<file path="src/rtl/dds_phase_addr_gen_if.sv">
// Configuration handshake and RAM address bus of the DDS phase-to-address generator.
// The generator sits on the slave modport; the configuring/consuming side uses master.
interface dds_phase_addr_gen_if #(
  parameter int unsigned PHASE_WIDTH = 32,
  parameter int unsigned SEG_BITS    = 10,
  parameter int unsigned ADDR_WIDTH  = 12
);
  logic                   cfg_valid;
  logic                   cfg_ready;
  logic [PHASE_WIDTH-1:0] cfg_ftw;
  logic [SEG_BITS-1:0]    cfg_poff;
  logic [1:0]             cfg_wave;
  logic [ADDR_WIDTH-1:0]  addr;
  logic                   addr_valid;
  logic                   wrn;
  logic                   wrap;

  modport master (
    output cfg_valid, cfg_ftw, cfg_poff, cfg_wave,
    input  cfg_ready, addr, addr_valid, wrn, wrap
  );

  modport slave (
    input  cfg_valid, cfg_ftw, cfg_poff, cfg_wave,
    output cfg_ready, addr, addr_valid, wrn, wrap
  );
endinterface

</file>
<file path="src/rtl/dds_phase_addr_gen.sv">
// DDS phase accumulator producing waveform RAM read addresses, with a shadowed
// configuration that is swapped in only at an accumulator wrap.
module dds_phase_addr_gen #(
  parameter int unsigned PHASE_WIDTH = 32,
  parameter int unsigned SEG_BITS    = 10,
  parameter int unsigned ADDR_WIDTH  = 12,
  parameter int unsigned NUM_WAVES   = 3
) (
  input  logic                 clk,
  input  logic                 rst,
  input  logic                 en,
  dds_phase_addr_gen_if.slave  bus
);

  typedef enum logic [1:0] {StIdle, StRun, StPend} state_e;

  typedef struct packed {
    logic [PHASE_WIDTH-1:0] ftw;
    logic [SEG_BITS-1:0]    poff;
    logic [1:0]             wave;
  } cfg_t;

  state_e                 state_q, state_d;
  logic [PHASE_WIDTH-1:0] acc_q, acc_d;
  cfg_t                   act_q, act_d;
  cfg_t                   shd_q, shd_d;
  logic [ADDR_WIDTH-1:0]  addr_q, addr_d;
  logic                   addr_valid_q, addr_valid_d;

  cfg_t                   cfg_in;
  logic                   cfg_ready;
  logic                   accept;
  logic                   wrap;
  logic [PHASE_WIDTH:0]   sum;
  logic [SEG_BITS-1:0]    index;
  logic [1:0]             wave_eff;
  logic [ADDR_WIDTH-1:0]  addr_calc;

  assign cfg_in = '{ftw: bus.cfg_ftw, poff: bus.cfg_poff, wave: bus.cfg_wave};

  // Address is always formed from the pre-increment accumulator and the active config.
  always_comb begin
    sum       = {1'b0, acc_q} + {1'b0, act_q.ftw};
    index     = acc_q[PHASE_WIDTH-1 -: SEG_BITS] + act_q.poff;
    wave_eff  = (32'(act_q.wave) < NUM_WAVES) ? act_q.wave : 2'd0;
    addr_calc = (ADDR_WIDTH'(wave_eff) << SEG_BITS) | ADDR_WIDTH'(index);
  end

  always_comb begin
    state_d      = state_q;
    acc_d        = acc_q;
    act_d        = act_q;
    shd_d        = shd_q;
    addr_d       = addr_q;
    addr_valid_d = 1'b0;
    wrap         = 1'b0;
    cfg_ready    = (state_q != StPend);
    accept       = bus.cfg_valid & cfg_ready;

    case (state_q)
      StIdle: begin
        acc_d = '0;
        if (accept) begin
          act_d   = cfg_in;
          state_d = StRun;
        end
      end
      StRun: begin
        if (en) begin
          acc_d        = sum[PHASE_WIDTH-1:0];
          wrap         = sum[PHASE_WIDTH];
          addr_d       = addr_calc;
          addr_valid_d = 1'b1;
        end
        if (accept) begin
          shd_d   = cfg_in;
          state_d = StPend;
        end
      end
      StPend: begin
        if (en) begin
          acc_d        = sum[PHASE_WIDTH-1:0];
          wrap         = sum[PHASE_WIDTH];
          addr_d       = addr_calc;
          addr_valid_d = 1'b1;
          // A zero step never carries, so swap on the first enabled edge instead.
          if (sum[PHASE_WIDTH] || (act_q.ftw == '0)) begin
            act_d   = shd_q;
            state_d = StRun;
          end
        end
      end
      default: state_d = StIdle;
    endcase
  end

  always_ff @(posedge clk) begin
    if (rst) begin
      state_q      <= StIdle;
      acc_q        <= '0;
      act_q        <= '0;
      shd_q        <= '0;
      addr_q       <= '0;
      addr_valid_q <= 1'b0;
    end else begin
      state_q      <= state_d;
      acc_q        <= acc_d;
      act_q        <= act_d;
      shd_q        <= shd_d;
      addr_q       <= addr_d;
      addr_valid_q <= addr_valid_d;
    end
  end

  assign bus.cfg_ready  = cfg_ready;
  assign bus.addr       = addr_q;
  assign bus.addr_valid = addr_valid_q;
  assign bus.wrn        = 1'b0;
  assign bus.wrap       = wrap;

endmodule

</file>
<file path="src/flat_wrapper.sv">
// flat-port wrapper written by rule: the top's interface ports become plain ports
module dds_phase_addr_gen_flat 
#(
  parameter int unsigned PHASE_WIDTH = 32,
  parameter int unsigned SEG_BITS    = 10,
  parameter int unsigned ADDR_WIDTH  = 12,
  parameter int unsigned NUM_WAVES   = 3
)
  (clk, rst, en, bus_cfg_valid, bus_cfg_ftw, bus_cfg_poff, bus_cfg_wave, bus_cfg_ready, bus_addr, bus_addr_valid, bus_wrn, bus_wrap);
  dds_phase_addr_gen_if #(.PHASE_WIDTH(PHASE_WIDTH), .SEG_BITS(SEG_BITS), .ADDR_WIDTH(ADDR_WIDTH)) bus_i ();
  input  logic clk;
  input  logic rst;
  input  logic en;
  input wire logic [$bits(bus_i.cfg_valid)-1:0] bus_cfg_valid;
  input wire logic [$bits(bus_i.cfg_ftw)-1:0] bus_cfg_ftw;
  input wire logic [$bits(bus_i.cfg_poff)-1:0] bus_cfg_poff;
  input wire logic [$bits(bus_i.cfg_wave)-1:0] bus_cfg_wave;
  output wire logic [$bits(bus_i.cfg_ready)-1:0] bus_cfg_ready;
  output wire logic [$bits(bus_i.addr)-1:0] bus_addr;
  output wire logic [$bits(bus_i.addr_valid)-1:0] bus_addr_valid;
  output wire logic [$bits(bus_i.wrn)-1:0] bus_wrn;
  output wire logic [$bits(bus_i.wrap)-1:0] bus_wrap;
  assign bus_i.cfg_valid = bus_cfg_valid;
  assign bus_i.cfg_ftw = bus_cfg_ftw;
  assign bus_i.cfg_poff = bus_cfg_poff;
  assign bus_i.cfg_wave = bus_cfg_wave;
  assign bus_cfg_ready = bus_i.cfg_ready;
  assign bus_addr = bus_i.addr;
  assign bus_addr_valid = bus_i.addr_valid;
  assign bus_wrn = bus_i.wrn;
  assign bus_wrap = bus_i.wrap;
  dds_phase_addr_gen #(.PHASE_WIDTH(PHASE_WIDTH), .SEG_BITS(SEG_BITS), .ADDR_WIDTH(ADDR_WIDTH), .NUM_WAVES(NUM_WAVES)) u_core (.clk(clk), .rst(rst), .en(en), .bus(bus_i));
endmodule
</file>
<file path="config.mk">
export PLATFORM = sky130hd
export DESIGN_NAME = dds_phase_addr_gen_flat
export DESIGN_NICKNAME = d
export VERILOG_FILES = /design/src/rtl/dds_phase_addr_gen_if.sv /design/src/rtl/dds_phase_addr_gen.sv /design/src/flat_wrapper.sv
export SDC_FILE = /design/constraint.sdc
export NUM_CORES = 1
export LEC_CHECK = 0
export CAP_MARGIN = 20
export CORE_MARGIN = 3
export CORE_UTILIZATION = 53
export CTS_CLUSTER_SIZE = 20
export DETAILED_ROUTE_END_ITERATION = 8
export PLACE_DENSITY = 0.74
export SLEW_MARGIN = 15
export SYNTH_ARGS = -nofsm -noshare
export SYNTH_HDL_FRONTEND = slang
export SYNTH_SLANG_ARGS = --single-unit
</file>
<file path="constraint.sdc">
create_clock -name clk -period 3 [get_ports clk]
set_clock_uncertainty 0.05 [all_clocks]
set_input_delay 0.9 -clock clk [delete_from_list [all_inputs] [get_ports clk]]
set_output_delay 0.9 -clock clk [all_outputs]
set_load 0.005 [all_outputs]
</file>
# Yosys cells after proc, flatten, opt, wreduce, memory -nomap -nowiden
# Index checks and enable logic that the tools add are counted.
# classes
magnitude_cmp	1
n_addsub	2
reduce_logical	12
n_bitwise	3
n_eq_ne	8
n_mux	15
# op_table
op	n
44-bit 2-to-1 mux	3
44-bit case mux with 2 select lines	1
32-bit case mux with 2 select lines	1
32-bit by 32-bit adder with 33-bit output	1
32-bit logical NOT	1
32-bit 2-to-1 mux	1
12-bit by 10-bit bitwise OR with 12-bit output	1
10-bit adder	1
2-bit 2-to-1 mux	5
2-bit by 1-bit != test with 1-bit output (second input constant)	4
4-bit AND reduction	2
2-bit case mux with 3 select lines	1
2-bit AND reduction	3
2-bit != test (second input constant)	2
2-bit nonzero test	2
2-bit OR reduction	2
1-bit 2-to-1 mux	3
2-bit by 1-bit == test with 1-bit output (second input constant)	1
2-bit == test (second input constant)	1
2-bit logical NOT	1
2-bit less-than comparator (second input constant)	1
1-bit bitwise AND	1
1-bit logical OR	1
1-bit NOT	1
# word_totals
register_bits	135
input_bits	48
word_cells	51
output_inout_bits	16

# Longest topological paths before layout
# depth
depth_word	5
mapped_depth	14
depth_no_buf	12

# Worst setup path before layout
# OpenSTA, ideal clock, no wires.
# synth_timing
kind	register to output
start	register u_core.act_q[12] (netlist name)
end	output port bus_wrap
arrival_time_ns	2.195
path_buffers	0
path_stages_with_launch	13
path_slack_ns	-0.145
t_required_ns	2.050
path_cell_list	dfxtp_1 -> ha_1 -> inv_1 -> fa_1 -> nand2b_1 -> a21oi_1 -> o41a_1 -> a41oi_2 -> o21ai_1 -> a21oi_2 -> nand2_1 -> a21oi_1 -> nor2_1
# synth_between
elab_chain_len	3
# synth_lines
element	line_no	source
from (decl)	dds_phase_addr_gen.sv:25	cfg_t act_q, act_d;
from (signal assigned)	dds_phase_addr_gen.sv:108	act_q <= act_d;
32-bit by 32-bit adder with 33-bit output	dds_phase_addr_gen.sv:43	sum = {1'b0, acc_q} + {1'b0, act_q.ftw};
1-bit 2-to-1 mux	dds_phase_addr_gen.sv:69, dds_phase_addr_gen.sv:81	
1-bit 2-to-1 mux	--	
to (decl)	flat_wrapper.sv:22	output wire logic [$bits(bus_i.wrap)-1:0] bus_wrap;
# No other way between the ends.

# Final worst setup path
# Ends and elaborated chain as after synthesis.

==> run summary <==
status = complete, but fails checks
failing checks = negative setup slack
leak pwr = 3.79 nW
pwr/cell area = 591 nW/µm²
Min Hold Slack = 0.405 ns
FF-to-FF Start = u_core.act_q[13]
clock slew at reported path FFs = 0.06 ns
Synth Net Count = 982
Seq/Total Area, Yosys = 0.376
combinational share of power = 0.236
CP startpoint kind = flip-flop
peak supply drop = 0.430 mV
Nets = 1,122
DRT antenna net count = 0
Clock power frac = 0.396
Worst-Margin Slew = 0.590 ns
asr flop ratio synth = 0
initial antenna violation count = 0
CTS H-tree lvls = 4
critical path arrival = 2.60 ns
GRT overflow = 0
1st-pass router iterations = 5
setup_tns = -0.545 ns
Ys Warns = 0
final WL = 21,500 µm
final worst-path cycle share = 1.18
Setup Fix Bufs, Post-CTS = 0
DR WL/cell = 17.7 µm
core area = 12,900 µm²
CP endpoint = bus_wrap
clock buffer depth = 2
Sequential Power Share = 0.368
Die W = 123 µm
area growth from synthesis to layout = 31.0%
count of cell types in the netlist = 56
Internal Pwr Total = 3.92 mW
max_cap viols = 0
CP Capture Type = primary output
FF-to-FF path depth = 12
Psw = 1.65 mW
Req. time, crit path = 2.05 ns
root buffer cell = clkbuf_16
max-slew violation count = 0
Sink Count = 135
top cell type's share of synthesized area = 0.376
CTS tree = built
DRT iter0 DRCs = 671
EDFF count, synth = 0
Vias/cell = 6.14
biggest area consumer among synthesized cells = dfxtp_1
Initial Util = 0.557
top cells by area, synth = dfxtp_1 (38%), ha_1 (7.7%), nand3_1 (7.0%)
Max-slew headroom = 0.607
switching power share of the total = 0.296
final setup vio count = 1
Critical path origin = u_core.act_q[12]
Die ar. = 15,000 µm²
total power = 5.57 mW
pre-CTS setup slack = -0.639 ns
Skew-Pair Late Insertion Delay = 0.43 ns
largest net degree at the start of global routing = 47
Ant. Diodes = 0
first-pass GRT wire length = 34,900 µm
total CTS buffers = 17
Die H = 123 µm
post-DP HPWL = 14,300 µm
crit-path max FO = 2
GRT Total Usage = 0.292
IO buf count = 62
unrepaired setup endpoints after global routing = true
HP Class = flip-flop to flip-flop
mapped cell area = 7200 µm²
crit path time final = 3.55 ns
CP Class = flip-flop to primary output
fillers = 1,021
Hold Violations, Final = 0
reg2reg end = u_core.acc_q[29]
RePlAce Congestion = 0.916
Final Util = 0.729
Row Count = 41
layout cells sized above 1 = 0.167
syn avg cell area = 8.10 µm²
Fmax achieved = 282 MHz
vias in the first global route = 7,314
fin worst setup slack = -0.545 ns
# DRC = 0
Top FF cell, synth = dfxtp_1
synthesized flop and latch total = 135
Worst R2R Setup Slack = 0.13 ns
Vias = 7,446
boundary pin count = 64
Post-Syn Instances = 888
[how the worst min path moves through the flow]
stage | startpoint | slack [ns] | to | cells after the start
floorplan | u_core.acc_q[9] | 0.39 | u_core.acc_q[9] | 2
global placement | u_core.bus.addr[3] | 0.39 | u_core.bus.addr[3] | 2
detailed placement | u_core.shd_q[32] | 0.40 | u_core.shd_q[32] | 2
CTS | u_core.shd_q[32] | 0.40 | u_core.shd_q[32] | 2
global route | u_core.shd_q[40] | 0.42 | u_core.shd_q[40] | 2
finish | u_core.shd_q[32] | 0.40 | u_core.shd_q[32] | 2
[logic make-up after synthesis]
| logic type | Yosys count | synth area share |
|---|---|---|
| compound gates | 284 | 0.261 |
| xor+xnor | 30 | 0.0365 |
| other cells | 1 | 0.000521 |
| flops | 135 | 0.376 |
| simple gates | 313 | 0.198 |
| buf+inv | 79 | 0.0466 |
| fa+ha+maj | 46 | 0.0821 |
[cell usage in the layout, fill, tap and decap left out, types with 21 or more instances in the layout]
cell,count
nand3_1,101
a21oi_1,85
clkdlybuf4s50_1,60
xnor2_1,21
dfxtp_1,133
ha_1,43
a31oi_1,50
nor2_1,46
buf_4,116
a22oi_1,53
nand2_1,116
[cell usage after synthesis, types with 3 or more instances]
cell type,number
nand4_1,4
a22oi_1,53
nand2_1,116
inv_1,18
xor2_1,9
nor4_1,8
a211oi_1,5
a21o_1,19
nor3_1,5
xnor2_1,21
nand3_1,101
a31oi_1,50
buf_6,4
nor2_1,48
ha_1,44
a21oi_1,87
or3_1,3
dfxtp_1,135
a211o_1,3
a22o_1,15
clkbuf_1,52
nand2b_1,7
nor2b_1,11
a32oi_1,3
and2_1,3
o21a_1,4
o21ai_0,18
[repair_timing]
item,4_1_cts,5_1_grt
setup endpoints to repair,1,42
gates resized for setup,11,9
pin swaps,7,6
hold buffers,0,0
[layout make-up]
| type | count | area (µm²) | area share |
|---|---|---|---|
| Clock buffer | 22 | 484 | 0.0514 |
| Clock inverter | 10 | 143 | 0.0151 |
| Sequential cell | 135 | 2710 | 0.287 |
| Timing Repair Buffer | 182 | 1570 | 0.166 |
| Tap cell | 172 | 215 | 0.0228 |
| Multi-Input combinational cell | 674 | 4240 | 0.450 |
| Inverter | 18 | 67.6 | 0.00717 |
[layer usage]
| layer | vias to the layer above | GRT usage | wire length, µm |
|---|---|---|---|
| met4 | 0 | 0.110 | 501 |
| met5 | - | 0 | 0 |
| li1 | 3534 | - | - |
| met2 | 318 | 0.520 | 10600 |
| met3 | 60 | 0.0590 | 1440 |
| met1 | 3534 | 0.347 | 8990 |
[through the flow]
step                cells  area [µm²]
floorplan             888        7210
global placement     1180        8720
detailed placement   1180        8720
CTS                  1212        9370
global route         1213        9430
finish               1213        9430
[registers in the layout (all words and copies together) (netlist names)]
signal / count
u_core.bus.addr: 12
u_core.bus.addr_valid: 1
u_core.acc_q: 32
u_core.state_q: 2
u_core.act_q: 44
u_core.shd_q: 44
[power by group through the flow]
| stage | clock, mW | combinational, mW | sequential, mW |
|---|---|---|---|
| 2_1_floorplan | 0 | 0.721 | 2.07 |
| 3_3_place_gp | 0 | 1.22 | 2.07 |
| 3_5_place_dp | 0 | 1.27 | 2.08 |
| 4_1_cts | 2.22 | 1.28 | 2.05 |
| 5_1_grt | 2.30 | 1.43 | 2.06 |
| 6_report | 2.21 | 1.31 | 2.05 |
[worst max-delay path: stages, from the launching register on]
cell,delay (ns)
dfxtp_2,0.36
ha_4,0.14
inv_2,0.04
fa_2,0.34
nand2b_4,0.16
a21oi_4,0.13
o41a_1,0.20
a41oi_2,0.13
o21ai_1,0.18
a21oi_2,0.09
nand2_1,0.09
a21oi_2,0.06
nor2_2,0.13
buf_2,0.14
Power figures use the tool's default switching activity.
==> edit 1 (config.mk and constraints unchanged) <==
`ADDR_WIDTH` is set to 12 in 3 places; all go to 11.
--- a/src/rtl/dds_phase_addr_gen_if.sv
+++ b/src/rtl/dds_phase_addr_gen_if.sv
@@ -5,3 +5,3 @@
   parameter int unsigned SEG_BITS    = 10,
-  parameter int unsigned ADDR_WIDTH  = 12
+  parameter int unsigned ADDR_WIDTH  = 11
 );
--- a/src/rtl/dds_phase_addr_gen.sv
+++ b/src/rtl/dds_phase_addr_gen.sv
@@ -5,3 +5,3 @@
   parameter int unsigned SEG_BITS    = 10,
-  parameter int unsigned ADDR_WIDTH  = 12,
+  parameter int unsigned ADDR_WIDTH  = 11,
   parameter int unsigned NUM_WAVES   = 3
--- a/src/flat_wrapper.sv
+++ b/src/flat_wrapper.sv
@@ -5,3 +5,3 @@
   parameter int unsigned SEG_BITS    = 10,
-  parameter int unsigned ADDR_WIDTH  = 12,
+  parameter int unsigned ADDR_WIDTH  = 11,
   parameter int unsigned NUM_WAVES   = 3
Ports: changed (resized bus_addr); port bits go from 64 to 63. The function was not compared with the original's and may differ.
==> edit 1 against the original RTL <==
The run still ends with setup timing left; sequential share of layout area decreased by 0.15 points; worst setup slack gained 44 ps; design area is 0.21% lower; power grew 15%; synthesized area rose by 2.2%; sequential cell count is 1 lower; maximum frequency up 1.3%; count of clock-buffer cells in the layout shrank 3; largest cell class unchanged; routed wire length is 10% lower.
==> edit 1: results (changes against the original RTL) <==
Finish
  – Fin util: 70.2% (-2.7 points)
  – Layout cells sized above 1: 18.2% (+1.5 points)
  – Layout net count: 1079 (-3.8%)
  – Fillers: 1077 (+5.5%)

Place
  – Port bufs: 61 (-1.6%)
  – DP Area: 8730 sq um (about the same)
  – Pre-CTS setup slack: -698 ps (-59.6 ps)
  – Detailed placement HPWL: 14100 um (-1.8%)
  – Final GP Congestion: 0.966 (+5.4%)

Setup path
  – R2R Path End: u_core.acc_q[25]
  – Worst reg2reg path depth: 10 (-2)
  – Crit path launch: u_core.acc_q[0]

GRT
  – GRT Total Usage: 25.7% (-3.5 points)
  – Vias in the first global route: 6479 (-11%)
  – Pin count of the biggest net entering global routing: 70 (+49%)
  – Global-route wire length before repair: 31200 um (-11%)

STA
  – Finish-stage setup viols: 1 (unchanged)
  – Final worst slack: -501 ps (+44.4 ps)
  – Max-slew headroom: 54.0% (-6.7 points)

Yosys
  – Syn_nets: 950 (-3.3%)
  – Top cells by area, synth: dfxtp_1, ha_1, nand2_1
  – Most instantiated cells after synthesis: dfxtp_1, nand2_1, nor2_1
  – Unique masters post-synth: 63 (+13%)

Outcome
  – Outcome: finished with violations
  – Violated checks: setup timing

Power and ir drop
  – Leakage: 3.82 nW (+0.93%)
  – Max rail drop VDD: 0.513 mV (+19%)

Worst hold path
  – Worst hold path startpoint: u_core.shd_q[12]

Detailed routing
  – Avg Vias per Cell: 5.69 (-7.3%)
  – First-iteration detailed-routing DRC count: 393 (-41%)
  – Avg WL per Cell: 16.4 um (-7.3%)
edit 1: power by group:
| group | leakage, nW | switching, mW | internal (mW) |
|---|---|---|---|
| logic | 2.44 | 1.17 | 0.965 |
| clock network | 0.287 | 0.822 | 1.26 |
| registers | 1.09 | 0.159 | 2.03 |
edit 1: what timing repair did:
| item | in CTS | in global routing |
|---|---|---|
| buffers inserted | 2 | 2 |
| pin swaps | 8 | 7 |
| endpoints found under the setup margin | 10 | 6 |
| gates resized for setup | 14 | 3 |
edit 1: per-layer routing:
metal	vias up	share of wire [%]	GRT usage [%]
met2	139	48	42.5
met4	0	1.6	7.68
met3	24	4.5	5.68
li1	3332	-	-
met5	-	0	0
met1	3188	46	33.6
edit 1: worst max-delay path, cell delays in order (launching register included):
cell       delay, ps
dfxtp_2          350
ha_4             140
inv_2             30
fa_2             360
nor2b_4          160
o2111ai_4        140
nand3_2          150
a31oi_4          100
o41ai_2          260
a21oi_1          120
nor2_1           160
buf_2            150
edit 1: kinds of logic after synthesis:
family / Yosys count / share of synthesized area (%)
other: 1 / 0.0510
multiplexers: 45 / 6.12
AND/OR/NAND/NOR: 278 / 16.5
XOR/XNOR: 35 / 4.17
flip-flops: 134 / 36.5
buffers and inverters: 72 / 4.51
adder cells (fa/ha/maj): 46 / 8.03
AO/OA/AOI/OAI: 245 / 24.1
edit 1: final cells by class:
| type | instances | share of cell area, % |
|---|---|---|
| Timing Repair Buffer | 167 | 15.4 |
| Sequential cell | 134 | 28.5 |
| Tap cell | 176 | 2.34 |
| Inverter | 15 | 0.599 |
| Clock buffer | 19 | 4.71 |
| Multi-Input combinational cell | 650 | 46.9 |
| Clock inverter | 13 | 1.54 |
edit 1: metrics by stage:
step | setup TNS, ps | power, mW | cells | hold slack, ps
2_1_floorplan | 0 | 3.51 | 856 | 386
3_5_place_dp | -698 | 4.31 | 1138 | 396
4_1_cts | -644 | 6.41 | 1172 | 404
6_report | -501 | 6.40 | 1174 | 401
5_1_grt | -586 | 6.75 | 1174 | 419
3_3_place_gp | -625 | 4.24 | 1138 | 391
edit 1: how the worst min path moves through the flow:
stage                         endpoint  slack [ps]  cells past startpoint
floorplan              u_core.shd_q[0]         390                      2
global placement      u_core.shd_q[15]         390                      2
detailed placement  u_core.bus.addr[6]         400                      2
CTS                   u_core.shd_q[38]         400                      2
global route          u_core.shd_q[12]         420                      2
finish                u_core.shd_q[12]         400                      2
==> edit 2 (config.mk and constraints unchanged) <==
Without the edit above. Reset style: asynchronous (`rst`), changed in one clocked block.
--- a/src/rtl/dds_phase_addr_gen.sv
+++ b/src/rtl/dds_phase_addr_gen.sv
@@ -96,3 +96,3 @@
 
-  always_ff @(posedge clk) begin
+  always_ff @(posedge clk or posedge rst) begin
     if (rst) begin
Function: differs if rst is asserted again (counterexample within 4 cycles, from zero or initial values and one cycle with rst high); with rst held inactive, the same outputs for 4 cycles.
==> edit 2 against the original RTL <==
The flow still finishes with violations (setup timing); highest routed layer unchanged; maximum frequency grew 6.5%; worst setup slack gained 220 ps; routed wire length shrank 4.5%; design area grew 12%; sequential cell count is the same; synthesized area grew 9.9%; hold slack gained 17 ps.
Power is not compared: it rests on default switching activity, and its combinational part moved more than twofold at a synthesized area within 25%.
==> edit 2: results (changes against the original RTL) <==
Yosys
  – Top FF cell, synth: dfrtp_1
  – Most instantiated cells after synthesis: dfrtp_1, mux2_2, nand2_1
  – Unique masters post-synth: 67 (+20%)
  – Syn_nets: 827 (-16%)
  – Top cells by area, synth: dfrtp_1, mux2_2, ha_1
  – Async S/R FF share, synth: 100% (+100 points)
  – Seq/Total Area, Yosys: 42.7% (+5.2 points)
  – Synthesized area: 7910 sq um (+9.9%)
  – Avg Cell Area, Syn: 10.8 sq um (+33%)

Setup path
  – Worst R2R Start: u_core.acc_q[0]
  – Worst reg2reg path depth: 14 (+2)
  – Arrival @ worst endpoint: 2380 ps (-220 ps)
  – Worst-path fanout max: 3 (+1)
  – R2R Path End: u_core.act_q[0]
  – Flop-to-flop setup slack: -10 ps (-140 ps)

GRT
  – Met3 Use GR: 4.29% (-1.6 points)
  – Pin count of the biggest net entering global routing: 95 (+100%)
  – Met2 usage: 43.3% (-8.6 points)
  – Global-route wire length before repair: 31900 um (-8.7%)
  – GRT Total Usage: 24.3% (-4.9 points)
  – Vias in the first global route: 6702 (-8.4%)

Place
  – DP Area: 9530 sq um (+9.3%)
  – Final GP Congestion: 0.898 (-2.0%)
  – Pre-CTS setup slack: -529 ps (+110 ps)
  – Detailed placement HPWL: 13900 um (-3.0%)
  – Port bufs: 62 (unchanged)

Finish
  – Area Overhead vs Synth: 33.2%
  – Non-clock buffers, area share: 16.4% (-0.18 points)
  – Logic inverters: 30 (+12)
  – Sequential cell area share: 32.1% (+3.4 points)
  – Layout net count: 1004 (-11%)
  – ClkCell Share: 5.65% (-1.0 points)
  – Signal buffers: 191 (+4.9%)
  – Clock Buffer Count: 19 (-14%)
  – Multi-input gate share of total cell area: 42.6% (-2.5 points)
  – Fillers: 995 (-2.5%)
  – Non-Filler Instances: 1105 (-8.9%)
  – Multi-In Gates: 534 (-21%)

STA
  – Worst slew pin tran: 553 ps (-37.2 ps)
  – Hold slack: 421 ps (+16.8 ps)
  – Setup TNS: -377 ps (+168 ps)
  – Final worst slack: -330 ps (+215 ps)
  – Finish-stage setup viols: 10 (+9)

Worst hold path
  – Hold path endpoint: u_core.bus.addr[11]
  – Worst hold path startpoint: u_core.bus.addr[11]

Power and ir drop
  – Clk pwr share: 16.1%

Detailed routing
  – WL met1: 8860 um (-1.5%)
  – Met3 wire length: 976 um (-32%)
  – Top routing layer in use: met4
  – Avg Vias per Cell: 5.91 (-3.8%)

Outcome
  – Violated checks: setup timing
  – Outcome: finished with violations

CTS
  – Root Buffer: clkbuf_16
  – H-tree Lvls: 4 (unchanged)
-- edit 2: cell types whose count changed in the layout (fill, tap and decap cells not counted), moves of 42 or more --
cell / delta
dfrtp_1: +135
dfxtp_1: -133
nand3_1: -93
mux2_2: +86
a21oi_1: -58
a22oi_1: -51
a31oi_1: -45
mux2_4: +42
nand2_1: -42
-- edit 2: worst max-delay path, cell delays in order (launching register included) --
cell	delay, ps
dfrtp_1	350
ha_2	190
inv_2	40
fa_2	370
nor2b_4	170
o2111ai_4	140
a21o_1	230
nand4_4	90
nand3_4	90
a21oi_4	150
buf_2	130
-- edit 2: cell families after synthesis --
logic type	Yosys count	share of synthesized area, %
other	1	0.0474
multiplexers	134	19.0
AO/OA/AOI/OAI	158	13.8
flip-flops	135	42.7
buffers and inverters	63	3.51
adder cells (fa/ha/maj)	47	7.63
AND/OR/NAND/NOR	174	11.1
XOR/XNOR	20	2.21
